--- src/rtl/regfile_read_pipe.sv ---
// Register file with one write port, NREAD registered read ports,
// write-first forwarding, an optional hardwired zero register and stall refresh.
module regfile_read_pipe #(
    parameter int  WIDTH    = 64,
    parameter int  DEPTH    = 32,
    parameter int  NREAD    = 2,
    parameter int  ZERO_EN  = 1,
    parameter int  ZERO_REG = DEPTH - 1,
    localparam int AW       = $clog2(DEPTH)
) (
    input  logic                        clk,
    input  logic                        reset_n,
    input  logic                        wr_en,
    input  logic [AW-1:0]               wr_addr,
    input  logic [WIDTH-1:0]            wr_data,
    input  logic [NREAD-1:0]            rd_req,
    input  logic [NREAD-1:0][AW-1:0]    rd_addr,
    input  logic                        stall,
    output logic [NREAD-1:0][WIDTH-1:0] rd_data,
    output logic [NREAD-1:0]            rd_valid
);

    localparam logic [AW-1:0] ZIDX = AW'(ZERO_REG);
    localparam logic          ZEN  = (ZERO_EN != 0);

    function automatic logic is_zero(input logic [AW-1:0] a);
        return ZEN && (a == ZIDX);
    endfunction

    logic [WIDTH-1:0]            regs [DEPTH];
    logic [NREAD-1:0][AW-1:0]    held_addr;
    logic [NREAD-1:0][AW-1:0]    held_addr_d;
    logic [NREAD-1:0][WIDTH-1:0] rd_data_d;
    logic [NREAD-1:0]            rd_valid_d;
    logic                        wr_ok;

    assign wr_ok = wr_en && !is_zero(wr_addr);

    for (genvar i = 0; i < DEPTH; i++) begin : g_reg
        always_ff @(posedge clk or negedge reset_n) begin
            if (!reset_n) begin
                regs[i] <= '0;
            end else if (wr_ok && wr_addr == AW'(i)) begin
                regs[i] <= wr_data;
            end
        end
    end

    // A stalled port keeps tracking the register it captured.
    always_comb begin
        rd_data_d   = rd_data;
        rd_valid_d  = rd_valid;
        held_addr_d = held_addr;
        for (int p = 0; p < NREAD; p++) begin
            if (!stall) begin
                rd_valid_d[p]  = rd_req[p];
                held_addr_d[p] = rd_addr[p];
                if (is_zero(rd_addr[p])) begin
                    rd_data_d[p] = '0;
                end else if (wr_en && wr_addr == rd_addr[p]) begin
                    rd_data_d[p] = wr_data;
                end else begin
                    rd_data_d[p] = regs[rd_addr[p]];
                end
            end else if (wr_en && wr_addr == held_addr[p]
                         && !is_zero(held_addr[p])) begin
                rd_data_d[p] = wr_data;
            end
        end
    end

    always_ff @(posedge clk or negedge reset_n) begin
        if (!reset_n) begin
            rd_data   <= '0;
            rd_valid  <= '0;
            held_addr <= '0;
        end else begin
            rd_data   <= rd_data_d;
            rd_valid  <= rd_valid_d;
            held_addr <= held_addr_d;
        end
    end

endmodule

--- config.mk ---
export PLATFORM = sky130hd
export DESIGN_NAME = regfile_read_pipe
export DESIGN_NICKNAME = d
export VERILOG_FILES = /design/src/rtl/regfile_read_pipe.sv
export SDC_FILE = /design/constraint.sdc
export NUM_CORES = 2
export LEC_CHECK = 0
export BUFFER_PORTS_ARGS = -buffer_cell sky130_fd_sc_hd__clkbuf_2
export CORE_MARGIN = 1.5
export CORE_UTILIZATION = 55
export DETAILED_ROUTE_END_ITERATION = 16
export MAX_ROUTING_LAYER = met4
export PLACE_DENSITY = 0.71
export SYNTH_ARGS = -nofsm -noshare
export SYNTH_HDL_FRONTEND = slang
export SYNTH_SLANG_ARGS = --single-unit
export TNS_END_PERCENT = 20
--- constraint.sdc ---
create_clock -name clk -period 4.8 [get_ports clk]
set_input_delay 0.96 -clock clk [delete_from_list [all_inputs] [get_ports clk]]
set_output_delay 0.96 -clock clk [all_outputs]
set_load 0.01 [all_outputs]
# After elaboration in Yosys (flattened, before gate mapping)
# Cells that the tools add are included.
[totals]
reg_bits = 2188
in_bits = 85
output_inout_bits = 130
elab_cells = 139
[op_classes]
n_lt_le_gt_ge = 2
n_eq_ne = 41
n_mux = 14
bitwise_logic = 2
reduce_logical = 43
[ops]
columns = ["operator", "n"]
rows = [
  ["two-way mux 64 bit", 12],
  ["binary-select mux 64 bit (select 5 bit)", 2],
  ["equality test 5 bit, second input constant", 20],
  ["equality test 5 x 4 -> 1 bit, second input constant", 8],
  ["logical AND 1 bit", 39],
  ["equality test 5 x 3 -> 1 bit, second input constant", 4],
  ["equality test 5 bit", 4],
  ["greater-or-equal comparator 6 bit, second input constant", 2],
  ["NOT 5 -> 6 bit", 2],
  ["equality test 5 x 2 -> 1 bit, second input constant", 2],
  ["equality test 5 x 1 -> 1 bit, second input constant", 1],
  ["zero test 5 bit", 1],
  ["inequality test 2 x 1 -> 1 bit, second input constant", 2],
  ["zero test 1 bit", 3],
]

# Depth between registers and ports, before layout
[logic_depth]
ltp_word = 7
ltp_mapped = 12
depth_no_buf = 5

# Least setup slack after synthesis
# No wires, ideal clock.
[synth_timing]
path_type = "in2reg"
start = "input port rd_addr[6] in the netlist's numbering"
end = "register rd_data[103] in the netlist's numbering"
setup_time_ps = 129
t_arrival_ps = 3098
t_required_ps = 4671
setup_slack_ps = 1573
path_stages = 6
n_path_buf = 2
cell_sequence = "buf_2 -> buf_1 -> mux4_2 -> mux4_2 -> nor2b_1 -> a2111o_1"
[synth_between]
elab_chain_cells = 7
word_cells_on_any_way = 10
classes_between = "eq/ne: 2; mux: 6; bitwise: 1; reduce/logical: 1"
[synth_rtl]
columns = ["item", "line", "text"]
rows = [
  ["start, declared", "17", "input logic [NREAD-1:0][AW-1:0] rd_addr,"],
  ["NOT 5 -> 6 bit (implied by the code)", "63", "rd_data_d[p] = regs[rd_addr[p]];"],
  ["binary-select mux 64 bit (select 5 bit)", "63", ""],
  ["two-way mux 64 bit (implied by the code) (2 in a row)", "63", ""],
  ["two-way mux 64 bit", "60", "end else if (wr_en && wr_addr == rd_addr[p]) begin"],
  ["two-way mux 64 bit (*)", "58", "if (is_zero(rd_addr[p])) begin"],
  ["two-way mux 64 bit (*)", "55", "if (!stall) begin"],
  ["end signal, assigned", "78", "rd_data <= rd_data_d;"],
  ["end, declared", "19", "output logic [NREAD-1:0][WIDTH-1:0] rd_data,"],
]
# Mark *: on every way between the ends. The rest lies on a longest branch, timed or not. The select of a mux whose other input is x is not followed.
# A chain may end at the register's enable or synchronous reset.

# Final worst setup path
[layout_timing]
start = "input port wr_addr[1]"
end = "register rd_data[114] in the netlist's numbering"
[layout_between]
elab_chain_cells = 5
word_cells_on_any_way = 9
classes_between = "eq/ne: 3; mux: 3; reduce/logical: 3"
[layout_rtl]
columns = ["item", "line", "text"]
rows = [
  ["start, declared", "14", "input logic [AW-1:0] wr_addr,"],
  ["equality test 5 bit", "60", ""],
  ["logical AND 1 bit", "60", ""],
  ["two-way mux 64 bit", "60", ""],
  ["two-way mux 64 bit", "58", ""],
  ["two-way mux 64 bit", "55", ""],
]
# Several ways; a longest one is shown, not always the timed one.

==> impl_metrics.json <==
{
  "hold_ws_ns": 0.329,
  "ir_worst_vdd_uv": 453,
  "slew_headroom_pct": 10.9,
  "fillers": 15630,
  "synth_edf_count": 0,
  "startpoint_type": "primary input",
  "grt_util_met1_pct": 48.8,
  "die_h_um": 462,
  "globalplace.congestion": 0.870,
  "setup_viol": 0,
  "grt_max_degree": 162,
  "cts.hold.buffers_added": 1,
  "rows": 168,
  "clk_latency_ns": 0.89,
  "synth_ff_type": "dfrtp_1",
  "die_w_um": 462,
  "cts_buffer_depth": 3,
  "postCtsSetupRepairBufs": 0,
  "cts_root_buf": "clkbuf_16",
  "ant_nets": 0,
  "clkSinkCount": 2188,
  "syn_inst": 7868,
  "timing.final.ws_setup_ns": 1.74,
  "clk_pin_slew_worst_paths_ns": 0.06,
  "viasPerCell": 7.31,
  "yosys_register_bits": 2188,
  "yosys_warnings": 0,
  "cts_resized": 0,
  "tightest_slew_ns": 1.34,
  "max-cap-violations": 0,
  "start_util_pct": 55.3,
  "overflow": 0,
  "hp-class": "in2reg",
  "use_met3_pct": 8.45,
  "cts_tree": "built",
  "top_usage_layer": "met2",
  "hold_viol": 0,
  "post_drt_wl_per_cell_um": 36.5,
  "wl_um": 390000,
  "cts_buffers": 226,
  "grt_antenna_before_repair": 32,
  "async_reset_ff_share_pct": 100,
  "die_area_sq_um": 213000,
  "synth_nets": 7953,
  "syn_area_per_cell_sq_um": 14.7,
  "dr.pass1.iters": 7,
  "vias": 78142,
  "portBuffers": 214,
  "critical_path_class": "in2reg",
  "track_usage_pct": 37.9,
  "slew_viol_final": 0,
  "final.period_utilization_pct": 63.7,
  "grt_use_met2_pct": 56.5,
  "rsz0062_at_grt": "false",
  "core_sq_um": 209000,
  "p_leak_uw": 0.0557,
  "critPathArrivalTime_ns": 3.83,
  "area_growth_pct": 10.5,
  "dp_hpwl_um": 221000,
  "setup_tns_ns": 0,
  "status": "finished clean",
  "num-nets-final": 7747,
  "worst-path-max-fanout": 17,
  "ios": 215,
  "synth_seq_area_share_pct": 47.3,
  "grt_pass1_wl_um": 567000,
  "preCtsSetupSlack_ns": 1.02,
  "synth_cell_types": 60,
  "synth_area_sq_um": 116000,
  "route.detailed.drc": 0,
  "drive_gt1_share_pct": 49.5,
  "powerDensity_nw_per_um2": 420,
  "end_kind": "flop",
  "fin_skew_ns": 0.0338,
  "drt_iter0_markers": 9815,
  "grt_pass1_vias": 79183,
  "post-route-min-period_ns": 3.06,
  "max_freq_mhz": 327,
  "htree_levels": 4,
  "required_ns": 5.58
}
## cell usage in the layout, fill, tap and decap left out, drive strengths merged, types with 38 or more instances in the layout
cell       n
dfrtp   2188
mux2    2028
mux4     963
clkbuf   556
mux2i    435
buf      277
nor2     188
nand2    141
o21ai    126
o22ai    119
a21oi     89
a221oi    68
nor2b     65
a211o     62
or4       62
o221ai    43
a21o      39
clkinv    38
## metal layers
metal / part of all wire (%) / up-vias
met5: 0 / -
met4: 6.0 / 0
met3: 10 / 1238
met2: 46 / 4823
met1: 38 / 42083
li1: - / 29998
## area by class of cell
cell class                 count  area [sq um]  area share [%]
tap                         2805          3510            2.74
timing repair buffer         484          4430            3.46
inverter                      11          51.3          0.0401
antenna                       36          90.1          0.0704
clock buffer                 350          6820            5.33
multi-input combinational   4751         57600            45.0
sequential                  2188         54800            42.8
clock inverter                60           731           0.571
## cells by family after synthesis
| logic type | Yosys count | share of synthesized area, % |
|---|---|---|
| AO/OA/AOI/OAI | 731 | 4.58 |
| XOR/XNOR | 20 | 0.151 |
| buffers and inverters | 929 | 3.36 |
| flip-flops | 2188 | 47.3 |
| AND/OR/NAND/NOR | 574 | 2.45 |
| multiplexers | 3426 | 42.2 |
## sequential cells by signal (all words and copies together) (netlist names)
name / cells
rd_data: 128
held_addr: 10
regs: 2048
rd_valid: 2
## critical path: stages
cell	delay (ns)
clkbuf_2	0.29
nand2_1	0.26
o21ai_4	0.10
buf_4	0.25
o31ai_4	1.15
buf_4	0.38
o211ai_1	0.21
a21oi_1	0.20
## cells in the mapped netlist, drive strengths merged, types with 62 or more instances
| cell | n | area [sq um] |
|---|---|---|
| dfrtp | 2188 | 54800 |
| mux2 | 2028 | 22800 |
| mux4 | 963 | 21700 |
| clkbuf | 657 | 2470 |
| mux2i | 435 | 4350 |
| buf | 261 | 1380 |
| nor2 | 188 | 706 |
| nand2 | 141 | 529 |
| o21ai | 126 | 631 |
| o22ai | 119 | 744 |
| a21oi | 89 | 445 |
| a221oi | 68 | 596 |
| nor2b | 65 | 407 |
| a211o | 62 | 543 |
| or4 | 62 | 465 |
## stage by stage
step	util, %	power (uW)	cell area, sq um	instances
floorplan	-	32000	116000	7868
global placement	57.5	35200	120000	10238
detailed placement	57.5	35700	120000	10238
CTS	61.1	53600	128000	10649
global route	61.1	55600	128000	10676
finish	61.1	53700	128000	10685
## report_power, final
part	internal, uW	leakage, uW	total (uW)	switching [uW]
Combinational	6440	0.0239	10900	4450
Sequential	21900	0.0280	24800	2870
Clock	10400	0.00373	18100	7650
Total	38800	0.0557	53700	15000
## worst paths after layout
check,from,end,slack (ns),depth (start not counted)
max in group asynchronous,reset_n,regs[1177],2.64,4
min in group asynchronous,reset_n,regs[1976],0.63,2
hold reg to reg,regs[55],regs[55],0.40,0
setup reg to reg,held_addr[3],rd_data[47],1.93,6
hold / removal,rd_req[0],rd_valid[0],0.33,2
setup / recovery,wr_addr[1],rd_data[114],1.74,8
Power figures use the tool's default switching activity.
